==> src/rtl/reg_file_pkg.sv <==
// Shared helpers for the multi-port register file: address-width derivation,
// the hardwired-zero register index and lane offsets into flat port vectors.
package reg_file_pkg;

    // Index of the register that reads as zero when ZERO_REG is enabled.
    localparam int ZERO_IDX = 0;

    // Number of address bits needed to select one of 'depth' registers.
    function automatic int calc_aw(input int depth);
        int aw;
        aw = 0;
        for (int n = 1; n < depth; n = n * 2) begin
            aw = aw + 1;
        end
        return (aw < 1) ? 1 : aw;
    endfunction

    // Low bit of lane 'lane' in a flat vector of 'width'-bit lanes.
    function automatic int lane_lo(input int lane, input int width);
        return lane * width;
    endfunction

endpackage

==> src/rtl/reg_file_scoreboard.sv <==
// Pending-write bitmap: one bit per register, set by alloc, cleared by a
// write, with alloc taking priority when both hit the same register.
module reg_file_scoreboard
    import reg_file_pkg::*;
#(
    parameter int DEPTH    = 32,
    parameter int NUM_WR   = 1,
    parameter int ZERO_REG = 1,
    parameter int AW       = calc_aw(DEPTH)
) (
    input  logic                 clock,
    input  logic                 reset,
    input  logic                 alloc_en,
    input  logic [AW-1:0]        alloc_addr,
    input  logic [NUM_WR-1:0]    wr_en,
    input  logic [NUM_WR*AW-1:0] wr_addr,
    output logic [DEPTH-1:0]     pending
);

    logic [AW-1:0] wr_addr_a [NUM_WR];

    for (genvar gi = 0; gi < NUM_WR; gi++) begin : g_wr_unpack
        assign wr_addr_a[gi] = wr_addr[lane_lo(gi, AW) +: AW];
    end

    for (genvar gi = 0; gi < DEPTH; gi++) begin : g_bit
        if ((ZERO_REG != 0) && (gi == ZERO_IDX)) begin : g_zero
            assign pending[gi] = 1'b0;
        end else begin : g_live
            logic bit_q;
            logic bit_d;
            logic set_hit;
            logic clr_hit;

            // Any write port landing on this register retires its producer.
            always_comb begin
                clr_hit = 1'b0;
                for (int j = 0; j < NUM_WR; j++) begin
                    if (wr_en[j] && (wr_addr_a[j] == AW'(gi))) begin
                        clr_hit = 1'b1;
                    end
                end
            end

            assign set_hit = alloc_en && (alloc_addr == AW'(gi));
            // A new producer issued this cycle outranks the retiring one.
            assign bit_d   = set_hit | (bit_q & ~clr_hit);

            // Pending bit register, cleared by reset.
            always_ff @(posedge clock) begin
                if (reset) begin
                    bit_q <= 1'b0;
                end else begin
                    bit_q <= bit_d;
                end
            end

            assign pending[gi] = bit_q;
        end
    end

endmodule

==> src/rtl/reg_file_mp.sv <==
// Multi-port register file with write-to-read bypass, optional hardwired
// zero register and a pending-write scoreboard for RAW hazard stalls.
module reg_file_mp
    import reg_file_pkg::*;
#(
    parameter int DATA_W   = 32,
    parameter int DEPTH    = 32,
    parameter int NUM_RD   = 2,
    parameter int NUM_WR   = 1,
    parameter int ZERO_REG = 1,
    parameter int AW       = calc_aw(DEPTH)
) (
    input  logic                     clock,
    input  logic                     reset,
    input  logic [NUM_RD*AW-1:0]     rd_addr,
    output logic [NUM_RD*DATA_W-1:0] rd_data,
    output logic [NUM_RD-1:0]        rd_busy,
    input  logic [NUM_WR-1:0]        wr_en,
    input  logic [NUM_WR*AW-1:0]     wr_addr,
    input  logic [NUM_WR*DATA_W-1:0] wr_data,
    input  logic                     alloc_en,
    input  logic [AW-1:0]            alloc_addr,
    output logic [DEPTH-1:0]         pending
);

    logic [DATA_W-1:0] mem_q [DEPTH];
    logic [AW-1:0]     wr_addr_a [NUM_WR];
    logic [DATA_W-1:0] wr_data_a [NUM_WR];

    for (genvar gi = 0; gi < NUM_WR; gi++) begin : g_wr_unpack
        assign wr_addr_a[gi] = wr_addr[lane_lo(gi, AW) +: AW];
        assign wr_data_a[gi] = wr_data[lane_lo(gi, DATA_W) +: DATA_W];
    end

    // Array update: later ports overwrite earlier ones, so the highest index wins.
    always_ff @(posedge clock) begin
        if (reset) begin
            for (int i = 0; i < DEPTH; i++) begin
                mem_q[i] <= '0;
            end
        end else begin
            for (int j = 0; j < NUM_WR; j++) begin
                if (wr_en[j] && !((ZERO_REG != 0) && (wr_addr_a[j] == AW'(ZERO_IDX)))) begin
                    mem_q[wr_addr_a[j]] <= wr_data_a[j];
                end
            end
        end
    end

    reg_file_scoreboard #(
        .DEPTH    (DEPTH),
        .NUM_WR   (NUM_WR),
        .ZERO_REG (ZERO_REG),
        .AW       (AW)
    ) u_scoreboard (
        .clock      (clock),
        .reset      (reset),
        .alloc_en   (alloc_en),
        .alloc_addr (alloc_addr),
        .wr_en      (wr_en),
        .wr_addr    (wr_addr),
        .pending    (pending)
    );

    for (genvar gi = 0; gi < NUM_RD; gi++) begin : g_rd
        logic [AW-1:0]     addr;
        logic [DATA_W-1:0] data;
        logic              hit;
        logic              is_zero;

        assign addr = rd_addr[lane_lo(gi, AW) +: AW];

        // Bypass mux: same-cycle write data overrides storage; suppressed in reset.
        always_comb begin
            hit  = 1'b0;
            data = mem_q[addr];
            if (!reset) begin
                for (int j = 0; j < NUM_WR; j++) begin
                    if (wr_en[j] && (wr_addr_a[j] == addr)) begin
                        hit  = 1'b1;
                        data = wr_data_a[j];
                    end
                end
            end
        end

        assign is_zero = (ZERO_REG != 0) && (addr == AW'(ZERO_IDX));
        assign rd_data[lane_lo(gi, DATA_W) +: DATA_W] = is_zero ? '0 : data;
        // A bypass hit means the producer is delivering now, so no stall.
        assign rd_busy[gi] = !reset && !is_zero && pending[addr] && !hit;
    end

endmodule
==> config.mk <==
export PLATFORM = sky130hd
export DESIGN_NAME = reg_file_mp
export DESIGN_NICKNAME = d
export VERILOG_FILES = /design/src/rtl/reg_file_pkg.sv /design/src/rtl/reg_file_scoreboard.sv /design/src/rtl/reg_file_mp.sv
export SDC_FILE = /design/constraint.sdc
export NUM_CORES = 2
export LEC_CHECK = 0
export CORE_ASPECT_RATIO = 1.25
export CORE_MARGIN = 4
export CORE_UTILIZATION = 58
export CTS_BUF_LIST = sky130_fd_sc_hd__clkbuf_8
export DETAILED_ROUTE_END_ITERATION = 10
export PLACE_DENSITY = 0.86
export SLEW_MARGIN = 15
export SYNTH_ARGS = -nofsm -noshare
export SYNTH_HDL_FRONTEND = slang
export SYNTH_SLANG_ARGS = --single-unit
==> constraint.sdc <==
create_clock -name clock -period 3.1 [get_ports clock]
set_input_delay 0.31 -clock clock [delete_from_list [all_inputs] [get_ports clock]]
set_output_delay 0.31 -clock clock [all_outputs]
set_load 0.01 [all_outputs]
==> flow_summary_export.csv <==
group,metric,value,unit
run_status,status,"finished, violations left",
run_status,violations,"DRC, setup timing",
grt,grt_use_total,0.411,
sta,min_period,3.36,ns
synth,async_flop_share,0,
hold_path,hold-path-cell-count,2,
power_and_ir_drop,power_density,495,mW/mm2
placement,place_area,0.0644,mm2
worst_setup_path,reg2reg_slack,2.26,ns
placement,portBuffers,152,
worst_setup_path,crit_path_start_kind,"flip-flop",
synth,syn_area_per_cell,13.7,um2
worst_setup_path,worstPathRequired,2.79,ns
grt,antenna_found_initial,25,
clock_network,htreeDepth,4,
worst_setup_path,worstReg2RegStart,"u_scoreboard.g_bit[6].g_live.bit_q",
synth,synth_edf_count,1024,
layout,area_delta_synth_final,19.3,%
sta,drv_slew,0,
placement,dpl.hpwl,138000,um
layout,post-route-util,0.701,
floorplanning,die_w,290,um
synth,yosysSeqAreaShare,0.546,
placement,place_congestion,1.00,
sta,fin_skew,0,ns
routing,first_pass_iters,6,
hold_path,min_path_type,"primary input to flip-flop",
worst_setup_path,rr_endpoint,"u_scoreboard.g_bit[6].g_live.bit_q",
worst_setup_path,critical_path.max_fanout,2,
synth,synthCells,4186,
clock_network,cts_sinks,1055,
worst_setup_path,r2r_cells,2,
grt,grt_pass1_vias,45100,
placement,dp.cells,5721,
clock_network,cts_hold_buf,0,
clock_network,clk_path_buf_depth,3,
grt,grt_start_max_net_pins,58,
routing,wire_per_inst,35.7,um
clock_network,worstSkewPairLatency,0.88,ns
layout,drive_above_1_share,0.306,
synth,yosysWarnings,0,
sta,grt_setup_unrepaired,"yes",
grt,overflow,0,
synth,synth_ff_type,"edfxtp_1",
routing,post-route-drc-count,1,
job,drv.max_cap_violation_count,0,
routing,drt_wl_total,216000,um
synth,synth-seq-cells,1055,
power_and_ir_drop,power.total,0.0339,W
clock_network,cts_root_buffer,"clkbuf_8",
worst_setup_path,cp.arrival,3.05,ns
floorplanning,num_rows,128,
layout,stdcell_area,0.0686,mm2
layout,fin_nets,4647,
grt,grt_pass1_wl,305000,um
power_and_ir_drop,ir_worst_vdd,0.000463,V
worst_setup_path,end_kind,"primary output",
routing,vias,44100,
worst_setup_path,worstSetupPathType,"flip-flop to primary output",
floorplanning,ios,154,
clock_network,clkTransAtPathRegs,0.07,ns
sta,setup_slack,-0.265,ns
power_and_ir_drop,leakage,25.1,nW
sta,period_share,1.09,
layout,n_fill_cell,5879,
synth,syn-cell-area,0.0575,mm2
sta,finalHoldViolations,0,
layout,final_cells,6039,
placement,dpl_worst_slack,-0.688,ns
routing,vias_per_cell,7.30,
floorplanning,start_util,0.587,
clock_network,cts_tree,"yes",
sta,setup_viol,8,
floorplanning,die_h,360,um
floorplanning,die-area,0.104,mm2
sta,timing.slew.headroom,0.346,
hold_path,min_from,"alloc_addr[1]",
hold_path,hold-path-endpoint,"u_scoreboard.g_bit[16].g_live.bit_q",
routing,postRouteAntennaNets,0,
synth,yosysUniqueCellTypes,53,
sta,fmax,297,MHz
clock_network,cts-buffers-inserted,158,
routing,drt_iter0_drc,7724,
floorplanning,fp.coreArea,0.0979,mm2
sta,tightest_slew,0.980,ns
[flip-flops by register name, summed over array words and instances, names as in the netlist]
register                         cells
mem_q                             1024
u_scoreboard.g_bit.g_live.bit_q     31
[critical path, stage by stage (launching register included)]
cell and delay (ns):
edfxtp_1 0.44, mux4_2 0.49, nor2b_1 0.18, a211oi_4 0.53, a211oi_2 0.07, a211o_1 0.31
buf_2 0.14
[power by group]
group / internal, W / switching [W] / leakage, nW
Combinational: 0.00239 / 0.00321 / 13.4
Clock: 0.00570 / 0.00576 / 1.68
Sequential: 0.0164 / 0.000442 / 10.0
[worst max-delay path by stage]
stage                 startpoint            to  slack (ns)  cells past startpoint
floorplan             wr_addr[3]  mem_q[27][0]        0.14                      5
global placement      wr_addr[2]   rd_data[21]       -0.66                      9
detailed placement    rd_addr[8]   rd_data[57]       -0.69                     11
CTS                   wr_addr[2]   rd_data[24]       -0.26                      9
global route        mem_q[3][17]   rd_data[49]       -0.23                      6
finish              mem_q[2][17]   rd_data[49]       -0.26                      6
[kinds of logic after synthesis]
kind of cell	after synthesis	share of synthesized area
AOI/OAI and AO/OA	577	0.0705
DFF	1055	0.546
xor gates and xnor gates	10	0.00152
and+or+nand+nor	1344	0.138
buffers and inverters	478	0.0405
muxes	721	0.203
other	1	0.0000653
[cell usage after synthesis, types with 12 or more instances]
library cell | n | area [um2]
a211o_1 | 21 | 184
a211oi_1 | 45 | 338
a21oi_1 | 77 | 385
a221o_1 | 39 | 390
a221oi_1 | 80 | 701
a22oi_1 | 73 | 548
and2_1 | 1001 | 6260
buf_1 | 12 | 45.0
buf_2 | 79 | 395
buf_4 | 56 | 420
buf_6 | 19 | 214
clkbuf_1 | 288 | 1080
dfxtp_1 | 31 | 621
edfxtp_1 | 1024 | 30700
inv_1 | 18 | 67.6
mux2_2 | 39 | 439
mux2i_1 | 329 | 3290
mux4_2 | 353 | 7950
nand2_1 | 98 | 368
nand2b_1 | 18 | 113
nand3_1 | 22 | 110
nor2_1 | 60 | 225
nor2b_1 | 39 | 244
nor3_1 | 61 | 305
o21ai_0 | 99 | 495
o21bai_1 | 22 | 165
o22ai_1 | 88 | 551
or2_2 | 18 | 113
[cell type report]
class | instances | area, um2 | share of cell area
Sequential cell | 1055 | 31400 | 0.458
Multi-Input combinational cell | 2685 | 25400 | 0.370
Timing Repair Buffer | 672 | 7000 | 0.102
Clock buffer | 164 | 2260 | 0.0329
Tap cell | 1300 | 1630 | 0.0237
Clock inverter | 123 | 802 | 0.0117
Inverter | 19 | 71.3 | 0.00104
Antenna cell | 21 | 52.6 | 0.000766
[layout by cell type, fill, tap and decap left out, drive strengths merged, types with 45 or more instances in the layout]
cell,count
a211oi,45
a21oi,77
a221oi,80
a22oi,73
and2,1001
buf,560
clkbuf,176
clkdlybuf4s50,76
clkinv,62
edfxtp,1024
inv,61
mux2i,329
mux4,353
nand2,99
nor2,63
nor3,63
o21ai,101
o22ai,88
[layer usage]
metal  track usage  vias up  share of wire
met1         0.461    21000           0.28
met3         0.166     1552           0.16
met2         0.618     4706           0.44
met5        0.0111        -         0.0018
li1              -    16800              -
met4         0.331       18           0.11
[metrics by stage]
step / setup TNS [ns] / hold slack (ns)
final: -0.539 / 0.186
after global routing: -0.918 / 0.189
after CTS: -1.46 / 0.156
after detailed placement: -12.35 / 0.504
after global placement: -10.79 / 0.492
after floorplan: 0 / 0.426
[what timing repair did]
action / CTS / global route
pin swaps: 67 / 53
buffers inserted: 13 / 13
endpoints found under the setup margin: 66 / 56
resized for setup: 335 / 133
Power figures use the tool's default switching activity.
